File: src/rtl/if_stage.sv
// if_stage: instruction-fetch stage with a single outstanding imem request.
// Four-state fetch FSM (FETCH, WAIT, HOLD, KILL).
// A hold buffer parks returned data while ID is stalled.
// A taken branch/jump from EX flushes the IF/ID register and restarts
// fetching at the redirect target.
// Optional feature macro: IF_MISALIGN_TRAP_EN adds the if_misalign output.
// That output flags redirects to non-word-aligned targets.
module if_stage (
  input  logic        clk,
  input  logic        res_n,
  output logic        imem_req,
  output logic [31:0] imem_addr,
  input  logic        imem_gnt,
  input  logic        imem_rvalid,
  input  logic [31:0] imem_rdata,
  input  logic        id_stall,
  input  logic        ex_redirect,
  input  logic [31:0] ex_redirect_pc,
  output logic [31:0] instruction,
  output logic [31:0] if_id_pc,
  output logic        if_id_valid
`ifdef IF_MISALIGN_TRAP_EN
  ,
  output logic        if_misalign
`endif
);

  localparam logic [31:0] NOP = 32'h0000_0013;

  typedef enum logic [1:0] {
    FETCH = 2'd0,
    WAIT  = 2'd1,
    HOLD  = 2'd2,
    KILL  = 2'd3
  } state_t;

  state_t      state_r, state_nxt_s;
  logic [31:0] pc_r, pc_nxt_s;
  logic [31:0] req_pc_r, req_pc_nxt_s;
  logic [31:0] hold_instr_r, hold_instr_nxt_s;
  logic [31:0] hold_pc_r, hold_pc_nxt_s;
  logic        accept_s;
  logic        load_s;
  logic [31:0] load_instr_s;
  logic [31:0] load_pc_s;
  logic [31:0] target_s;

  // IF/ID is free when it is empty or ID is consuming its current content.
  assign accept_s  = !if_id_valid || !id_stall;
  // Redirect target is forced onto a word boundary.
  assign target_s  = ex_redirect_pc & 32'hFFFF_FFFC;
  assign imem_addr = pc_r;

  // Next-state, PC, hold-buffer and IF/ID load selection; redirect wins over everything.
  always_comb begin
    state_nxt_s      = state_r;
    pc_nxt_s         = pc_r;
    req_pc_nxt_s     = req_pc_r;
    hold_instr_nxt_s = hold_instr_r;
    hold_pc_nxt_s    = hold_pc_r;
    load_s           = 1'b0;
    load_instr_s     = NOP;
    load_pc_s        = if_id_pc;
    imem_req         = 1'b0;
    case (state_r)
      FETCH: begin
        imem_req = res_n && !ex_redirect;
        if (ex_redirect) begin
          pc_nxt_s = target_s;
        end else if (imem_gnt) begin
          req_pc_nxt_s = pc_r;
          pc_nxt_s     = pc_r + 32'd4;
          state_nxt_s  = WAIT;
        end else begin
          state_nxt_s = FETCH;
        end
      end
      WAIT: begin
        if (ex_redirect) begin
          pc_nxt_s    = target_s;
          state_nxt_s = imem_rvalid ? FETCH : KILL;
        end else if (imem_rvalid) begin
          if (accept_s) begin
            load_s       = 1'b1;
            load_instr_s = imem_rdata;
            load_pc_s    = req_pc_r;
            state_nxt_s  = FETCH;
          end else begin
            hold_instr_nxt_s = imem_rdata;
            hold_pc_nxt_s    = req_pc_r;
            state_nxt_s      = HOLD;
          end
        end else begin
          state_nxt_s = WAIT;
        end
      end
      HOLD: begin
        if (ex_redirect) begin
          pc_nxt_s    = target_s;
          state_nxt_s = FETCH;
        end else if (accept_s) begin
          load_s       = 1'b1;
          load_instr_s = hold_instr_r;
          load_pc_s    = hold_pc_r;
          state_nxt_s  = FETCH;
        end else begin
          state_nxt_s = HOLD;
        end
      end
      KILL: begin
        if (ex_redirect) begin
          pc_nxt_s    = target_s;
          state_nxt_s = KILL;
        end else if (imem_rvalid) begin
          state_nxt_s = FETCH;
        end else begin
          state_nxt_s = KILL;
        end
      end
      default: begin
        state_nxt_s = FETCH;
      end
    endcase
  end

  // FSM state, PC and hold-buffer registers.
  always_ff @(posedge clk) begin
    if (!res_n) begin
      state_r      <= FETCH;
      pc_r         <= 32'h0000_0000;
      req_pc_r     <= 32'h0000_0000;
      hold_instr_r <= 32'h0000_0000;
      hold_pc_r    <= 32'h0000_0000;
    end else begin
      state_r      <= state_nxt_s;
      pc_r         <= pc_nxt_s;
      req_pc_r     <= req_pc_nxt_s;
      hold_instr_r <= hold_instr_nxt_s;
      hold_pc_r    <= hold_pc_nxt_s;
    end
  end

  // IF/ID register: flush on redirect, load on delivery, bubble when free, else hold.
  always_ff @(posedge clk) begin
    if (!res_n) begin
      instruction <= NOP;
      if_id_pc    <= 32'h0000_0000;
      if_id_valid <= 1'b0;
    end else if (ex_redirect) begin
      instruction <= NOP;
      if_id_valid <= 1'b0;
    end else if (load_s) begin
      instruction <= load_instr_s;
      if_id_pc    <= load_pc_s;
      if_id_valid <= 1'b1;
    end else if (accept_s) begin
      instruction <= NOP;
      if_id_valid <= 1'b0;
    end else begin
      instruction <= instruction;
      if_id_pc    <= if_id_pc;
      if_id_valid <= if_id_valid;
    end
  end

`ifdef IF_MISALIGN_TRAP_EN
  // One-cycle flag following a redirect to a non-word-aligned target.
  always_ff @(posedge clk) begin
    if (!res_n) begin
      if_misalign <= 1'b0;
    end else begin
      if_misalign <= ex_redirect && (ex_redirect_pc[1:0] != 2'b00);
    end
  end
`endif

endmodule

File: config.mk
export PLATFORM = sky130hd
export DESIGN_NAME = if_stage
export DESIGN_NICKNAME = d
export VERILOG_FILES = /design/src/rtl/if_stage.sv
export SDC_FILE = /design/constraint.sdc
export NUM_CORES = 1
export LEC_CHECK = 0
export ABC_CLOCK_PERIOD_IN_PS = 2300
export CORE_MARGIN = 5
export CORE_UTILIZATION = 45
export DETAILED_ROUTE_END_ITERATION = 8
export PLACE_DENSITY = 0.77
export REMOVE_ABC_BUFFERS = 1
export SLEW_MARGIN = 30
export SYNTH_ARGS = -nofsm -noshare
export SYNTH_HDL_FRONTEND = slang
export SYNTH_SLANG_ARGS = --single-unit
File: constraint.sdc
create_clock -name clk -period 2.3 [get_ports clk]
set_clock_uncertainty 0.2 [all_clocks]
set_input_delay 0.46 -clock clk [delete_from_list [all_inputs] [get_ports clk]]
set_output_delay 0.46 -clock clk [all_outputs]
set_load 0.01 [all_outputs]
==> results by group, run 1 <==
Floorplanning
  – Effective utilization at floorplan: 45.9%
  – Die height: 143 um
  – Overall die width: between 100 and 150 um
  – Row count: 48
  – Die area: 20500 sq um
  – Top Ports: between 150 and 200
  – Std-Cell Core Area: approximately 17000 sq um

Power
  – Relative contribution of sequential cells to total power: a little under half
  – Power density relative to cell area: 666 nW/um^2
  – Combinational share of power: 10.3%
  – Sw Share: ~25%
  – Clk network pwr share: a little over two fifths
  – Net Switching: approximately 1800 uW
  – Worst ir drop on vdd: about 0.56 mV
  – Static leakage: between 0.003 and 0.004 uW
  – Cell Int Power: approximately 5400 uW

Yosys
  – FF+latch count, synth: approximately 190
  – Synth area leaders: sky130_fd_sc_hd__dfxtp_1, sky130_fd_sc_hd__nand2_1, sky130_fd_sc_hd__a21oi_1
  – Main flop type after synthesis: sky130_fd_sc_hd__dfxtp_1
  – Top cell type by total area after synthesis: sky130_fd_sc_hd__dfxtp_1
  – Number of unique standard cell types used by synthesis: 58
  – Total of warnings raised by yosys: 0
  – Sequential cell area fraction in the yosys report: around 47%
  – Post-Synthesis Cell Area: 7960 sq um
  – Fraction of post-synthesis cell area in the top cell type by area: a little under half
  – Proportion of synthesized flip-flops having asynchronous set or reset: 0%
  – Number of enable flip-flop cells after synthesis: 0
  – Cell count after synthesis: between 900 and 1000
  – Mean instance size in the synthesized netlist: a little over 8 sq um

Cells and area
  – Most common cell after layout, fill and taps aside: sky130_fd_sc_hd__nand2_1
  – Final layout net count: approximately 1200
  – Area growth syn-to-layout: 35.3%
  – Count of inserted antenna diode cells: 0
  – Util after Layout: between 60% and 70%
  – Share of layout cells above drive strength 1: between 10% and 20%
  – Highest-count cells in the layout ignoring fill and taps: sky130_fd_sc_hd__nand2_1, sky130_fd_sc_hd__dfxtp_1, sky130_fd_sc_hd__clkdlybuf4s50_1, sky130_fd_sc_hd__a21oi_1, sky130_fd_sc_hd__nor2_1
  – Summed area of non-filler cells in the final layout: between 10000 and 15000 sq um
  – Final Non-Filler Cells: approximately 1400

STA
  – Number of setup violations in the final report: 0
  – Time the worst path needs with I/O delays and setup: 2.22 ns
  – Period Utilization, post-route: 96.7%
  – Number of endpoints with negative hold slack in the final report: 0
  – Transition time of the tightest slew-check pin: ~0.53 ns
  – Max Freq: between 0.4 and 0.5 GHz
  – Setup repair after global routing missed its margin: false
  – Normalized max-slew margin: around 65%
  – Final slew viol count: 0

Hold path
  – Worst min-delay path endpoint: hold_pc_r[22]
  – Worst Hold Launch: hold_pc_r[22]
  – Hold path depth: 2
  – Type of the worst min-delay path: reg2reg

Critical path
  – Worst reg-to-reg setup slack: 0.18 ns
  – Critical path fanouts, max: 6
  – Required time of the critical path: 1.64 ns
  – Cells along the critical path: buf_4 > clkdlybuf4s50_1
  – Top Family by Delay on Critical Path: buffers and inverters
  – RR Startpoint: state_r[0]
  – Type of the setup path with the least slack: reg2out
  – Cells on worst reg2reg path: 6
  – Critical Path Sink Type: output port
  – Destination of the worst register-to-register timing path: imem_addr[15]
  – Element type at the critical path start: flip-flop
  – Cell with the largest stage delay on the worst path: sky130_fd_sc_hd__clkdlybuf4s50_1
  – CP bufs+invs: 2
  – Total stage count of the critical path: 2
  – Worst path arrival time: approximately 1.6 ns
  – Crit-path max cell delay: 0.57 ns

Clock network
  – Clock-pin slew on the worst setup and hold paths: 0.07 ns
  – Worst skew pair latency: between 0.4 and 0.5 ns
  – Largest buffer count on any clock path: 2
  – Master cell of the clock root buffer: sky130_fd_sc_hd__clkbuf_16
  – Postcts setup bufs: 0
  – Clock Sink Count: around 190
  – Maximum level of the CTS H-tree: 4
  – Clock tree from TritonCTS: built
  – TritonCTS buffer count: 17

Detailed routing
  – Vias: 7507
  – Routed wire length per instance: roughly 17 um
  – Via count normalized by instance count: about 5.5
  – Pre-antenna DRT Iters: 5
  – Remaining antenna violation count: 0
  – Total DRC errors in the routed layout: 0
  – DRT iter0 DRCs: ~450
  – WL final: approximately 23000 um

Global routing
  – Via count of the first global-routing pass: about 7000
  – GR Overflow Total: 0
  – Overall fraction of global-route tracks in use: between 20% and 30%
  – Antenna violations before repair: 0
  – Global-route wire length before repair: 35900 um
  – Maximum number of pins on one net before global-route repair: 47

Placement
  – Port-buffer cells: about 160
  – Routability congestion estimate from global placement: 0.886
  – Half-perimeter wire length after detailed placement: 15400 um
  – Area after detailed placement: a little over 10000 sq um
  – Placed cells: 1328

Run
  – Max-cap viol count: 0

Run status
  – Outcome: completed
==> tightest hold or removal path: cells and delay by family, from the launching register on <==
kind	cells	cell delay, ns
simple gates	1	0.05
compound gates	1	0.05
flops	1	0.31
==> power by group through the flow <==
| stage | Sequential, uW | Combinational (uW) | Clock [uW] |
|---|---|---|---|
| 2_1_floorplan | 3470 | 256 | 0 |
| 3_3_place_gp | 3440 | 721 | 0 |
| 3_5_place_dp | 3440 | 729 | 0 |
| 4_1_cts | 3370 | 740 | 3110 |
| 5_1_grt | 3380 | 797 | 3280 |
| 6_report | 3370 | 741 | 3060 |
==> per-stage QoR <==
stage	setup WS (ns)	setup TNS (ns)	total power, uW	hold WS, ns
6_report	0.0754	0	7170	0.255
4_1_cts	0.0651	0	7220	0.256
3_3_place_gp	-0.151	-2.70	4160	0.241
3_5_place_dp	-0.200	-4.71	4170	0.246
5_1_grt	0.0188	0	7460	0.267
2_1_floorplan	-1.75	-155.64	3720	0.236
==> worst max path at each step <==
| stage | end | slack, ns | from |
|---|---|---|---|
| after floorplan | if_id_pc[10] | -1.75 | state_r[0] |
| after global placement | imem_addr[15] | -0.15 | imem_gnt |
| after detailed placement | imem_addr[15] | -0.20 | imem_gnt |
| after CTS | imem_addr[15] | 0.07 | imem_addr[15] |
| after global routing | imem_addr[26] | 0.02 | imem_addr[26] |
| final | imem_addr[15] | 0.08 | imem_addr[15] |
==> cells in the mapped netlist, types with 2 or more instances <==
library cell / count
sky130_fd_sc_hd__xnor2_1: 9
sky130_fd_sc_hd__a31o_2: 2
sky130_fd_sc_hd__nand2_1: 206
sky130_fd_sc_hd__o21ai_0: 24
sky130_fd_sc_hd__nand2b_1: 4
sky130_fd_sc_hd__nand4_4: 2
sky130_fd_sc_hd__and3_2: 2
sky130_fd_sc_hd__nand4_1: 10
sky130_fd_sc_hd__a22oi_1: 29
sky130_fd_sc_hd__buf_2: 3
sky130_fd_sc_hd__and3_1: 8
sky130_fd_sc_hd__ha_1: 6
sky130_fd_sc_hd__mux2i_1: 32
sky130_fd_sc_hd__a221o_1: 2
sky130_fd_sc_hd__and2_1: 2
sky130_fd_sc_hd__a22o_1: 32
sky130_fd_sc_hd__a21oi_1: 105
sky130_fd_sc_hd__or4_1: 4
sky130_fd_sc_hd__nor2_1: 75
sky130_fd_sc_hd__a31oi_1: 6
sky130_fd_sc_hd__clkbuf_1: 72
sky130_fd_sc_hd__dfxtp_1: 187
sky130_fd_sc_hd__buf_6: 2
sky130_fd_sc_hd__nand3_1: 18
sky130_fd_sc_hd__o31ai_1: 6
sky130_fd_sc_hd__o32a_1: 2
sky130_fd_sc_hd__inv_1: 7
sky130_fd_sc_hd__o32ai_1: 3
sky130_fd_sc_hd__or3_1: 4
sky130_fd_sc_hd__xor2_1: 2
sky130_fd_sc_hd__buf_4: 4
sky130_fd_sc_hd__buf_1: 2
sky130_fd_sc_hd__a311oi_1: 5
sky130_fd_sc_hd__a211oi_1: 35
sky130_fd_sc_hd__nor3_1: 10
sky130_fd_sc_hd__and4_1: 5
sky130_fd_sc_hd__nor4_1: 7
sky130_fd_sc_hd__nor2b_1: 5
==> cell type report <==
cell class	count	area, sq um
fill	1497	6590
multi-input combinational	683	3880
sequential	187	3740
timing repair buffer	225	2220
clock buffer	17	425
tap	225	282
clock inverter	15	190
inverter	8	32.5
==> what timing repair did <==
item	CTS	global route
setup endpoints to repair	1	1
hold buffers	0	0
resized for setup	4	1
==> kinds of logic after synthesis <==
logic type	synth area share, %
AND/OR/NAND/NOR	20.5
flip-flops	47.0
buffers and inverters	4.78
AO/OA/AOI/OAI	21.5
XOR/XNOR	1.21
adder cells (fa/ha/maj)	0.943
other	0.0471
multiplexers	4.02
==> state kept, by name, summed over array words and instances (netlist names) <==
signal,flops
hold_instr_r,32
instruction,32
hold_pc_r,30
if_id_pc,30
imem_addr,30
req_pc_r,30
state_r,2
if_id_valid,1
==> routing by layer <==
| layer | track usage (%) | share of wire, % |
|---|---|---|
| met3 | 5.29 | 7.9 |
| met1 | 29.0 | 44 |
| met4 | 7.05 | 1.5 |
| met5 | 0 | 0 |
| met2 | 35.2 | 47 |
Power figures use the tool's default switching activity.
==> run 2: changes to the inputs <==
--- a/config.mk
+++ b/config.mk
@@ -5,11 +5,12 @@
 export SDC_FILE = /design/constraint.sdc
 export NUM_CORES = 1
 export LEC_CHECK = 0
-export ABC_CLOCK_PERIOD_IN_PS = 2300
+export ABC_CLOCK_PERIOD_IN_PS = 2600
+export CAP_MARGIN = 20
 export CORE_MARGIN = 5
 export CORE_UTILIZATION = 45
 export DETAILED_ROUTE_END_ITERATION = 8
-export PLACE_DENSITY = 0.77
+export PLACE_DENSITY = 0.74
 export REMOVE_ABC_BUFFERS = 1
 export SLEW_MARGIN = 30
 export SYNTH_ARGS = -nofsm -noshare
==> constraint.sdc (replaced) <==
create_clock -name clk -period 2.6 [get_ports clk]
set_clock_uncertainty 0.2 [all_clocks]
set_input_delay 0.52 -clock clk [delete_from_list [all_inputs] [get_ports clk]]
set_output_delay 0.52 -clock clk [all_outputs]
set_load 0.01 [all_outputs]
==> results by group, run 2 (synthesis results as in run 1) <==
Run status
  – Outcome: completed

Global routing
  – Overall fraction of global-route tracks in use: a little over a fifth
  – GR Overflow Total: 0
  – Global-route wire length before repair: roughly 36000 um
  – Maximum number of pins on one net before global-route repair: 73
  – Antenna violations before repair: 1
  – Via count of the first global-routing pass: roughly 6900

Detailed routing
  – WL final: around 22000 um
  – Routed wire length per instance: around 16 um
  – Pre-antenna DRT Iters: 5
  – Via count normalized by instance count: roughly 5.5
  – Remaining antenna violation count: 0
  – Total DRC errors in the routed layout: 0
  – DRT iter0 DRCs: about 470
  – Vias: approximately 7400

STA
  – Max Freq: about 0.42 GHz
  – Setup repair after global routing missed its margin: false
  – Worst-case setup margin in the final layout: between 0.2 and 0.25 ns
  – Period Utilization, post-route: about nine tenths
  – Time the worst path needs with I/O delays and setup: roughly 2.4 ns
  – Worst hold-check slack: roughly 0.25 ns
  – Final slew viol count: 0
  – Number of endpoints with negative hold slack in the final report: 0
  – Transition time of the tightest slew-check pin: approximately 0.69 ns
  – Number of setup violations in the final report: 0
  – Normalized max-slew margin: 54.2%

Clock network
  – Worst skew pair latency: ~0.43 ns
  – Number of hold-repair buffers added at the cts stage: 0
  – Postcts setup bufs: 0
  – TritonCTS buffer count: 17
  – Quantity of gates resized following cts: 4
  – Maximum level of the CTS H-tree: 4
  – Clock Sink Count: around 190
  – Master cell of the clock root buffer: sky130_fd_sc_hd__clkbuf_16
  – Clock tree from TritonCTS: built
  – Largest buffer count on any clock path: 2
  – Clock-pin slew on the worst setup and hold paths: roughly 0.060 ns

Power
  – Combinational share of power: under 10%
  – Net Switching: 1510 uW
  – Cell Int Power: ~4700 uW
  – Worst ir drop on vdd: roughly 0.5 mV
  – Static leakage: 0.00347 uW
  – Relative contribution of sequential cells to total power: 48.4%
  – Clk network pwr share: 41.8%
  – Power density relative to cell area: roughly 590 nW/um^2
  – Sw Share: around a quarter

Hold path
  – Hold path depth: 2
  – Worst min-delay path endpoint: hold_pc_r[30]
  – Type of the worst min-delay path: reg2reg
  – Worst Hold Launch: hold_pc_r[30]

Critical path
  – Crit-path max cell delay: 0.36 ns
  – RR Startpoint: imem_addr[10]
  – Cells on worst reg2reg path: 4
  – Type of the setup path with the least slack: reg2out
  – Worst reg-to-reg setup slack: around 0.36 ns
  – Worst path arrival time: 1.65 ns
  – Critical Path Sink Type: output port
  – Required time of the critical path: 1.88 ns
  – Critical path fanouts, max: 5
  – Cell with the largest stage delay on the worst path: sky130_fd_sc_hd__dfxtp_1
  – Element type at the critical path start: flip-flop
  – Destination of the worst register-to-register timing path: imem_addr[23]
  – Cells along the critical path: inv_1 > ha_4 > nand2_1 > nor2_1 > dlygate4sd2_1

Cells and area
  – Total of fill cells in the finished design: about 1600
  – Registers with the most flip-flops: hold_instr_r: 32 flops, instruction: 32 flops
  – Util after Layout: between 60% and 70%
  – Area growth syn-to-layout: 32.3%
  – Count of inserted antenna diode cells: 0
  – Final Non-Filler Cells: 1339
  – Highest-count cells in the layout ignoring fill and taps: sky130_fd_sc_hd__nand2_1, sky130_fd_sc_hd__dfxtp_1, sky130_fd_sc_hd__clkdlybuf4s50_1, sky130_fd_sc_hd__a21oi_1, sky130_fd_sc_hd__nor2_1
  – Share of layout cells above drive strength 1: a little over 8%
  – Final layout net count: between 1000 and 1500
  – Most common cell after layout, fill and taps aside: sky130_fd_sc_hd__nand2_1

Floorplanning
  – Std-Cell Core Area: 17400 sq um
  – Top Ports: 168
  – Effective utilization at floorplan: 45.9%
  – Overall die width: between 100 and 150 um
  – Die height: ~140 um
  – Row count: 48
  – Die area: a little over 20000 sq um

Placement
  – Placed cells: ~1300
  – Placement Setup Slack: roughly 0.0035 ns
  – Port-buffer cells: roughly 160
  – Routability congestion estimate from global placement: roughly 0.86
  – Half-perimeter wire length after detailed placement: roughly 15000 um

Run
  – Max-cap viol count: 0
-- run 2: cell types whose count changed in the layout (fill, tap and decap cells not counted), moves of 2 or more --
cell and change:
sky130_fd_sc_hd__buf_4 -16, sky130_fd_sc_hd__clkinvlp_4 -7, sky130_fd_sc_hd__buf_12 -4, sky130_fd_sc_hd__clkinv_4 +3
sky130_fd_sc_hd__clkinv_2 +2, sky130_fd_sc_hd__inv_6 +2, sky130_fd_sc_hd__inv_8 -2
-- run 2: worst max path at each step --
stage / slack, ns / start / end
floorplan: -1.45 / state_r[0] / if_id_pc[10]
global placement: 0.0007 / ex_redirect / imem_req
detailed placement: 0.004 / ex_redirect / imem_req
CTS: 0.20 / state_r[1] / imem_req
global route: 0.13 / state_r[1] / imem_req
finish: 0.23 / state_r[1] / imem_req
-- run 2: layout make-up --
type                            instances  area, sq um  share of cell area (%)
Sequential cell                       187         3740                    35.5
Tap cell                              225          282                    2.67
Clock inverter                         12          139                    1.32
Multi-Input combinational cell        683         3880                    36.8
Inverter                                8         32.5                   0.309
Clock buffer                           19          443                    4.20
Timing Repair Buffer                  205         2020                    19.1
-- run 2: routing by layer --
metal  wire [um]  global-route usage, %
met5          13                      0
met4         282                   6.55
met3        2060                   5.22
met2       10100                   35.2
met1        9630                   28.5
-- run 2: power groups by stage --
stage	logic, uW	registers, uW	clock network [uW]
2_1_floorplan	227	3070	0
3_3_place_gp	598	3060	0
3_5_place_dp	601	3060	0
4_1_cts	610	2990	2640
5_1_grt	660	3000	2760
6_report	607	2990	2580
-- run 2: critical path: cells and delay by family, from the launching register on --
kind / cells / cell delay (ns)
buffers and inverters: 2 / 0.44
DFF: 1 / 0.36
and+or+nand+nor: 2 / 0.23
adders and majority gates: 1 / 0.19
-- run 2: per-stage QoR --
step	total power, uW	TNS [ns]	area, sq um
after floorplan	3290	-117.64	7620
after global placement	3650	0	9940
after detailed placement	3660	0	9940
after CTS	6240	0	10500
after global routing	6420	0	10500
final	6180	0	10500
